$ cat src/rtl/cpc_busarb_pkg.sv
// Shared constants and helpers for the CPC backplane bus-request arbiter.
package cpc_busarb_pkg;

  localparam int unsigned NSLOTS_DEFAULT   = 4;
  localparam int unsigned HOLD_MAX_DEFAULT = 256;

  localparam logic [1:0] StIdle    = 2'd0;
  localparam logic [1:0] StRequest = 2'd1;
  localparam logic [1:0] StGrant   = 2'd2;
  localparam logic [1:0] StRelease = 2'd3;

  function automatic int unsigned idx_width(input int unsigned n);
    return (n < 2) ? 1 : $clog2(n);
  endfunction

endpackage

$ cat src/rtl/cpc_rr_pick.sv
// Combinational round-robin picker: first set request at or above ptr, with wrap.
module cpc_rr_pick #(
  parameter int unsigned N = 4,
  parameter int unsigned W = 2
) (
  input  logic [N-1:0] req,
  input  logic [W-1:0] ptr,
  output logic [W-1:0] idx,
  output logic         valid
);

  logic [W-1:0] cand;

  // Scan from farthest to nearest so the slot closest to ptr is written last and wins.
  always_comb begin
    idx   = '0;
    cand  = '0;
    valid = |req;
    for (int unsigned k = 0; k < N; k++) begin
      cand = W'((32'(ptr) + (N - 1 - k)) % N);
      if (req[cand]) begin
        idx = cand;
      end
    end
  end

endmodule

$ cat src/rtl/cpc_busrq_arbiter.sv
// Z80 BUSRQ_B/BUSACK_B arbiter granting the bus round-robin to expansion slots.
// Optional hold watchdog enabled by defining CPC_BUSARB_WATCHDOG_EN.
module cpc_busrq_arbiter
  import cpc_busarb_pkg::*;
#(
  parameter int unsigned NSLOTS   = NSLOTS_DEFAULT,
  parameter int unsigned HOLD_MAX = HOLD_MAX_DEFAULT
) (
  input  logic                         CLK,
  input  logic                         RESET,
  input  logic [NSLOTS-1:0]            REQ,
  output logic [NSLOTS-1:0]            GNT,
  output logic                         BUSRQ_B,
  input  logic                         BUSACK_B,
  output logic [idx_width(NSLOTS)-1:0] OWNER,
  output logic                         BUSY,
  output logic                         TIMEOUT
);

  localparam int unsigned OW = idx_width(NSLOTS);

  if (NSLOTS < 2 || NSLOTS > 8 || HOLD_MAX < 1) begin : g_bad_param
    $error("cpc_busrq_arbiter: NSLOTS must be 2..8 and HOLD_MAX at least 1");
  end

  logic [1:0]        state_q, state_d;
  logic [NSLOTS-1:0] gnt_q, gnt_d;
  logic              busrq_b_q, busrq_b_d;
  logic [OW-1:0]     owner_q, owner_d;
  logic              busy_q, busy_d;
  logic [OW-1:0]     rr_q, rr_d;
  logic              ack_meta_q, ack_s_q;

  logic [NSLOTS-1:0] eligible;
  logic [OW-1:0]     pick_idx;
  logic              pick_valid;
  logic [OW-1:0]     owner_next;

`ifdef CPC_BUSARB_WATCHDOG_EN
  localparam int unsigned CntW = $clog2(HOLD_MAX + 1);
  logic [CntW-1:0]   cnt_q, cnt_d;
  logic [NSLOTS-1:0] mask_q, mask_d;
  logic              timeout_q, timeout_d;

  assign eligible = REQ & ~mask_q;
  assign TIMEOUT  = timeout_q;
`else
  assign eligible = REQ;
  assign TIMEOUT  = 1'b0;
`endif

  cpc_rr_pick #(
    .N (NSLOTS),
    .W (OW)
  ) u_pick (
    .req   (eligible),
    .ptr   (rr_q),
    .idx   (pick_idx),
    .valid (pick_valid)
  );

  assign owner_next = (owner_q == OW'(NSLOTS - 1)) ? '0 : owner_q + OW'(1);

  always_comb begin
    state_d   = state_q;
    gnt_d     = gnt_q;
    busrq_b_d = busrq_b_q;
    owner_d   = owner_q;
    busy_d    = busy_q;
    rr_d      = rr_q;
`ifdef CPC_BUSARB_WATCHDOG_EN
    cnt_d     = cnt_q;
    timeout_d = 1'b0;
    // A masked slot regains eligibility once its request is seen low.
    mask_d    = mask_q & REQ;
`endif
    case (state_q)
      StIdle: begin
        if (pick_valid) begin
          state_d   = StRequest;
          owner_d   = pick_idx;
          busrq_b_d = 1'b0;
          busy_d    = 1'b1;
        end
      end
      StRequest: begin
        if (!ack_s_q) begin
          if (REQ[owner_q]) begin
            state_d = StGrant;
            gnt_d   = NSLOTS'(1) << owner_q;
`ifdef CPC_BUSARB_WATCHDOG_EN
            cnt_d   = '0;
`endif
          end else begin
            state_d   = StRelease;
            busrq_b_d = 1'b1;
          end
        end
      end
      StGrant: begin
        if (!REQ[owner_q]) begin
          state_d   = StRelease;
          gnt_d     = '0;
          busrq_b_d = 1'b1;
`ifdef CPC_BUSARB_WATCHDOG_EN
        end else if (cnt_q == CntW'(HOLD_MAX - 1)) begin
          state_d   = StRelease;
          gnt_d     = '0;
          busrq_b_d = 1'b1;
          timeout_d = 1'b1;
          mask_d[owner_q] = 1'b1;
        end else begin
          cnt_d = cnt_q + CntW'(1);
`endif
        end
      end
      default: begin
        if (ack_s_q) begin
          state_d = StIdle;
          busy_d  = 1'b0;
          rr_d    = owner_next;
        end
      end
    endcase
  end

  always_ff @(posedge CLK) begin
    if (RESET) begin
      state_q    <= StIdle;
      gnt_q      <= '0;
      busrq_b_q  <= 1'b1;
      owner_q    <= '0;
      busy_q     <= 1'b0;
      rr_q       <= '0;
      ack_meta_q <= 1'b1;
      ack_s_q    <= 1'b1;
`ifdef CPC_BUSARB_WATCHDOG_EN
      cnt_q      <= '0;
      mask_q     <= '0;
      timeout_q  <= 1'b0;
`endif
    end else begin
      state_q    <= state_d;
      gnt_q      <= gnt_d;
      busrq_b_q  <= busrq_b_d;
      owner_q    <= owner_d;
      busy_q     <= busy_d;
      rr_q       <= rr_d;
      ack_meta_q <= BUSACK_B;
      ack_s_q    <= ack_meta_q;
`ifdef CPC_BUSARB_WATCHDOG_EN
      cnt_q      <= cnt_d;
      mask_q     <= mask_d;
      timeout_q  <= timeout_d;
`endif
    end
  end

  assign GNT     = gnt_q;
  assign BUSRQ_B = busrq_b_q;
  assign OWNER   = owner_q;
  assign BUSY    = busy_q;

endmodule

$ cat config.mk
export PLATFORM = sky130hd
export DESIGN_NAME = cpc_busrq_arbiter
export DESIGN_NICKNAME = d
export VERILOG_FILES = /design/src/rtl/cpc_busarb_pkg.sv /design/src/rtl/cpc_rr_pick.sv /design/src/rtl/cpc_busrq_arbiter.sv
export SDC_FILE = /design/constraint.sdc
export NUM_CORES = 1
export LEC_CHECK = 0
export BUFFER_PORTS_ARGS = -buffer_cell sky130_fd_sc_hd__buf_2
export CAP_MARGIN = 10
export CORE_MARGIN = 1.5
export CORE_UTILIZATION = 43
export CTS_BUF_LIST = sky130_fd_sc_hd__clkbuf_16
export DETAILED_ROUTE_END_ITERATION = 6
export GPL_ROUTABILITY_DRIVEN = 0
export SETUP_SLACK_MARGIN = 0.5
export SLEW_MARGIN = 20
export SYNTH_ARGS = -nofsm -noshare
export SYNTH_HDL_FRONTEND = slang
export SYNTH_HIERARCHICAL = 1
export SYNTH_SLANG_ARGS = --single-unit
$ cat constraint.sdc
create_clock -name CLK -period 2.2 [get_ports CLK]
set_input_delay 0.44 -clock CLK [delete_from_list [all_inputs] [get_ports CLK]]
set_output_delay 0.44 -clock CLK [all_outputs]
set_load 0.01 [all_outputs]
==> results of run 1 <==
==> timing repair <==
action	in CTS	in global routing
resized for setup	3	6
endpoints found under the setup margin	2	6
hold buffers	0	0
setup buffers	0	3
pin swaps	0	1
==> cell usage after synthesis, types with 2 or more instances <==
cell type and count:
sky130_fd_sc_hd__a21oi_1 8, sky130_fd_sc_hd__a22o_1 4, sky130_fd_sc_hd__dfxtp_1 14, sky130_fd_sc_hd__ha_1 8
sky130_fd_sc_hd__inv_1 6, sky130_fd_sc_hd__mux2i_1 2, sky130_fd_sc_hd__nand2_1 8, sky130_fd_sc_hd__nand2b_1 5
sky130_fd_sc_hd__nand3_1 4, sky130_fd_sc_hd__nor2_1 8, sky130_fd_sc_hd__nor3_1 2, sky130_fd_sc_hd__o211ai_1 2
sky130_fd_sc_hd__o21ai_0 3, sky130_fd_sc_hd__or2_2 2
==> power by group through the flow <==
| stage | Clock, mW | Sequential [mW] | Combinational [mW] |
|---|---|---|---|
| after floorplan | 0 | 0.355 | 0.302 |
| final | 0.335 | 0.349 | 0.474 |
| after global placement | 0 | 0.351 | 0.404 |
| after CTS | 0.337 | 0.352 | 0.420 |
| after global routing | 0.351 | 0.358 | 0.534 |
| after detailed placement | 0 | 0.353 | 0.405 |
==> sequential cells by signal (all words and copies together) (netlist names) <==
name,count
GNT,4
OWNER,2
rr_q,2
state_q,2
BUSRQ_B,1
BUSY,1
ack_meta_q,1
ack_s_q,1
==> per-layer routing <==
layer / vias up / global-route usage / routed length [µm]
met5: - / 0 / 0
met1: 318 / 0.233 / 757
met4: 0 / 0.0514 / 12
met3: 2 / 0.0516 / 86
li1: 353 / - / -
met2: 17 / 0.250 / 755
==> worst paths after layout <==
path,to,slack [ns],depth (start not counted)
max,state_q[1]$_SDFFE_PP0P_,0.57,6
min,ack_meta_q$_SDFF_PP1_,0.38,2
min reg2reg,ack_s_q$_SDFF_PP1_,0.41,1
max reg2reg,state_q[1]$_SDFFE_PP0P_,0.57,6
==> critical path, stage by stage, from the launching register on <==
cell and delay (ns):
sky130_fd_sc_hd__dfxtp_2 0.35, sky130_fd_sc_hd__inv_1 0.07, sky130_fd_sc_hd__ha_2 0.22, sky130_fd_sc_hd__or4_1 0.52
sky130_fd_sc_hd__o211ai_1 0.14, sky130_fd_sc_hd__a21oi_2 0.08, sky130_fd_sc_hd__mux2i_1 0.12
==> kinds of logic after synthesis <==
family / synth area share
compound gates: 0.196
fa+ha+maj: 0.126
other cells: 0.00473
simple gates: 0.223
mux: 0.0537
buf+inv: 0.0427
flops: 0.354
==> area by class of cell <==
cell class,instances,area (µm²),area share
well taps,25,31.3,0.0308
flip-flops and latches,14,287,0.282
repair buffers,17,92.6,0.0912
clock buffers,3,75.1,0.0740
multi-input cells,68,507,0.499
inverters,6,22.5,0.0222
==> flow_summary.ini, run 1 <==
[logic_synthesis]
synth_area_leader_cell = sky130_fd_sc_hd__dfxtp_1
cell_variety_after_synth = 28
synth_sequential_area_ratio = 0.354
asyncSetResetFlopFracSynth = 0
synth.avg_cell_area_um2 = 8.80
synthesis.yosys.warnings = 6
synth-seq-cells = 14
post_synth_main_area_contributors = sky130_fd_sc_hd__dfxtp_1, sky130_fd_sc_hd__ha_1, sky130_fd_sc_hd__a21oi_1
synth_nets = 105
synth_edf_count = 0
yosys.area.top_type_share = 0.354
post_synth_instance_area_um2 = 792
post_synth_inst_count = 90
synth-main-ff-cell = sky130_fd_sc_hd__dfxtp_1

[worst_setup_path]
worst-path-max-fanout = 6
worstPathRequired_ns = 2.32
critPathKind = register to register
worst_setup_path_start_kind = register
critical_path.reg2reg.startpoint = state_q[0]$_SDFFE_PP0P_
endpoint_kind = register
critPathArrivalTime_ns = 1.75
startpoint = state_q[0]$_SDFFE_PP0P_

[route]
detailedRoute.firstPassIterationCount = 5
via_per_inst = 5.19
wirelength_mm = 1.61
drc_viols = 0
final_antenna_net_count = 0
detailedRoute.firstIterationViolations = 18
drt-wirelength-per-cell_um = 12.1
routed_via_count = 690

[cts]
worstSkewPairLatency_ns = 0.24
cts_root_buf = sky130_fd_sc_hd__clkbuf_16
clock_path_buffers = 2
clkTransAtPathRegs_ns = 0.05
clock-sinks = 14
htree_num_levels = 1
tritoncts_clock_tree = done
cts_made_buffers = 3

[power]
p_sw_frac = 0.346
peakVddDrop_mv = 0.802
comb_power_share = 0.409
p_per_area_nw_per_um2 = 1140
static_leakage_nw = 0.432
sequentialPowerShare = 0.302
share_clk_of_total_power = 0.289
p_int_mw = 0.757
p_switching_mw = 0.400
finalPower_mw = 1.16

[grt]
grt_remaining_overflow = 0
maximum_number_of_pins_on_one_net_before_global_route_repair = 15
grt_pass1_wl_mm = 2.56
grt_util_all_layers = 0.169
number_of_antenna_violations_at_the_first_check_in_global_routing = 0
grt_pass1_vias = 593

[finish]
layout.cells.most_common = sky130_fd_sc_hd__buf_2
layout-drive-gt1-share = 0.315
synthesis_to_layout_area_growth_pct = 28.1
finalNetCount = 125
final_design_area_no_fill_um2 = 1010
antennaDiodeCount = 0
util_after_layout = 0.588
fillers = 158
layout.cells.non_filler = 133
layout_common_cells = sky130_fd_sc_hd__buf_2, sky130_fd_sc_hd__dfxtp_1, sky130_fd_sc_hd__nor2_1, sky130_fd_sc_hd__nand2_1, sky130_fd_sc_hd__a21oi_1

[sta]
final.period_utilization = 0.743
layout_setup_ws_ns = 0.566
tns_ns = 0
fmaxAchievable_ghz = 0.612
hold_ws_ns = 0.384
final_max_slew_viol_count = 0
period_minus_slack_ns = 1.63
finalHoldViolations = 0
grt_setup_unrepaired = no
finalClockSkew_ns = 0.00386
setup-violations-final = 0

[place]
dpl-instance-area_um2 = 883
place.detailed.instances = 127
placement.setup.worst_slack_ns = 0.386
port_buffers = 14
dpl.hpwl_mm = 1.19

[floorplan]
die-height_um = 45.9
floorplan.initialDensity = 0.459
die_area_um2 = 2110
ioPinCount = 16
chipWidth_um = 45.9
core-area_um2 = 1730
placement_rows = 15

[run_status]
run_status = complete, no violations

[hold_path]
min_path_type = primary input to register
min_from = BUSACK_B

[flow_run]
max_cap_viol_count = 0
No activity file was read; power rests on OpenSTA's default activity.
==> run 2, diff against run 1 <==
PLACE_DENSITY = 0.67   (was default)
clock period = 1.4 ns   (was 2.2 ns; I/O delays follow)
==> run 2 against run 1 <==
Against the previous run:
- the flow now finishes with violations (negative setup slack)
- sequential share of layout area down 5.3 points
- die area unchanged
- fmax up 2.4%
==> flow_summary.ini, run 2 (same netlist as run 1, synthesis figures left out) <==
[finish]
max_reg_flops = 4
layout.cells.most_common = sky130_fd_sc_hd__buf_4
finalNetCount = 145
layout_common_cells = sky130_fd_sc_hd__buf_4, sky130_fd_sc_hd__buf_6, sky130_fd_sc_hd__dfxtp_2, sky130_fd_sc_hd__buf_2, sky130_fd_sc_hd__nor2_1
antennaDiodeCount = 0
layout-drive-gt1-share = 0.581
util_after_layout = 0.761
synthesis_to_layout_area_growth_pct = 65.9
final_design_area_no_fill_um2 = 1310

[worst_setup_path]
worst_r2r_endpoint = state_q[0]$_SDFFE_PP0P_
worst-path-max-fanout = 3
worst_r2r_path_depth = 6
biggest_cell_delay_along_the_critical_path_ns = 0.52
reg2reg_setup_slack_ns = -0.20
category_of_cells_accounting_for_the_largest_share_of_critical_path_delay = simple AND/OR/NAND/NOR gates
endpoint_kind = register
crit_path_cell_trace = inv_4 > ha_4 > or4_4 > o211ai_1 > nor3_1 > o2bb2ai_1
critPathArrivalTime_ns = 1.73
critPathKind = register to register
cp_num_buf_inv = 1
critical_path.reg2reg.startpoint = state_q[1]$_SDFFE_PP0P_
slowest_stage = sky130_fd_sc_hd__or4_4
worstPathRequired_ns = 1.53
worst_setup_path_start_kind = register

[grt]
number_of_antenna_violations_at_the_first_check_in_global_routing = 0
grt_pass1_wl_mm = 3.11
grt_remaining_overflow = 0
grt_util_all_layers = 0.205
grt_pass1_vias = 740
maximum_number_of_pins_on_one_net_before_global_route_repair = 15

[route]
drc_viols = 0
routed_via_count = 819
final_antenna_net_count = 0
via_per_inst = 5.32
wirelength_mm = 2.13
detailedRoute.firstPassIterationCount = 4
drt-wirelength-per-cell_um = 13.8
detailedRoute.firstIterationViolations = 22

[power]
peakVddDrop_mv = 1.41
p_per_area_nw_per_um2 = 1890
finalPower_mw = 2.48
static_leakage_nw = 0.556

[sta]
final_max_slew_viol_count = 0
layout_setup_ws_ns = -0.195
setup-violations-final = 6
tns_ns = -1.07
final.period_utilization = 1.14
finalHoldViolations = 0
fmaxAchievable_ghz = 0.627
finalClockSkew_ns = 0.00280
period_minus_slack_ns = 1.60
grt_setup_unrepaired = yes

[floorplan]
chipWidth_um = 45.9
ioPinCount = 16
floorplan.initialDensity = 0.459
die-height_um = 45.9
placement_rows = 15
die_area_um2 = 2110
core-area_um2 = 1730

[cts]
tritoncts_clock_tree = done
post_cts_hold_buffer_count = 0
clock_path_buffers = 2
cts_made_buffers = 3
worstSkewPairLatency_ns = 0.25
cts_root_buf = sky130_fd_sc_hd__clkbuf_16
clkTransAtPathRegs_ns = 0.05
htree_num_levels = 1
clock-sinks = 14

[run_status]
run_status = finished with violations
failing_checks = negative setup slack

[place]
port_buffers = 14
dpl.hpwl_mm = 1.33
dpl-instance-area_um2 = 1060

[hold_path]
min_path_type = primary input to register
min_from = BUSACK_B
min_delay_path_depth = 2
worstHoldEndpoint = ack_meta_q$_SDFF_PP1_

[flow_run]
max_cap_viol_count = 0
==> run 2: metrics by stage <==
stage | setup slack [ns] | cells | hold WS, ns
after floorplan | -0.132 | 90 | 0.384
after global placement | -0.175 | 145 | 0.393
after detailed placement | -0.190 | 145 | 0.399
after CTS | -0.177 | 153 | 0.217
after global routing | -0.238 | 154 | 0.216
final | -0.195 | 154 | 0.211
==> run 2: area by class of cell <==
type                    count  area [µm²]
clock buffers               3        75.1
clock inverters             1        3.75
fillers                   118         413
inverters                   6        27.5
multi-input cells          68         572
flip-flops and latches     14         302
well taps                  25        31.3
repair buffers             37         303
==> run 2: worst max path at each step <==
| stage | from | endpoint | depth (start not counted) | slack, ns |
|---|---|---|---|---|
| after detailed placement | REQ[2] | GNT[2]$_SDFFE_PP0P_ | 5 | -0.19 |
| after global placement | REQ[2] | GNT[3]$_SDFFE_PP0P_ | 4 | -0.17 |
| after CTS | OWNER[0]$_SDFFE_PP0P_ | GNT[2]$_SDFFE_PP0P_ | 3 | -0.18 |
| final | state_q[1]$_SDFFE_PP0P_ | state_q[0]$_SDFFE_PP0P_ | 6 | -0.20 |
| after floorplan | OWNER[0]$_SDFFE_PP0P_ | GNT[0]$_SDFFE_PP0P_ | 4 | -0.13 |
| after global routing | state_q[0]$_SDFFE_PP0P_ | state_q[0]$_SDFFE_PP0P_ | 6 | -0.24 |
==> run 2: timing repair <==
action | CTS | global route
pin swaps | 12 | 6
endpoints found under the setup margin | 20 | 20
gates resized for setup | 24 | 12
setup buffers | 4 | 1
==> run 2: power breakdown <==
group / switching (mW) / leakage (nW) / total [mW] / internal (mW)
logic: 0.596 / 0.398 / 1.35 / 0.753
clock network: 0.176 / 0.0385 / 0.554 / 0.379
registers: 0.0780 / 0.119 / 0.579 / 0.501
total: 0.849 / 0.556 / 2.48 / 1.63
==> run 2: per-layer routing <==
metal	routed length, µm	GRT usage	up-vias
li1	-	-	396
met2	1060	0.356	33
met3	135	0.0397	9
met4	83	0.0686	0
met1	844	0.248	381
met5	0	0	-
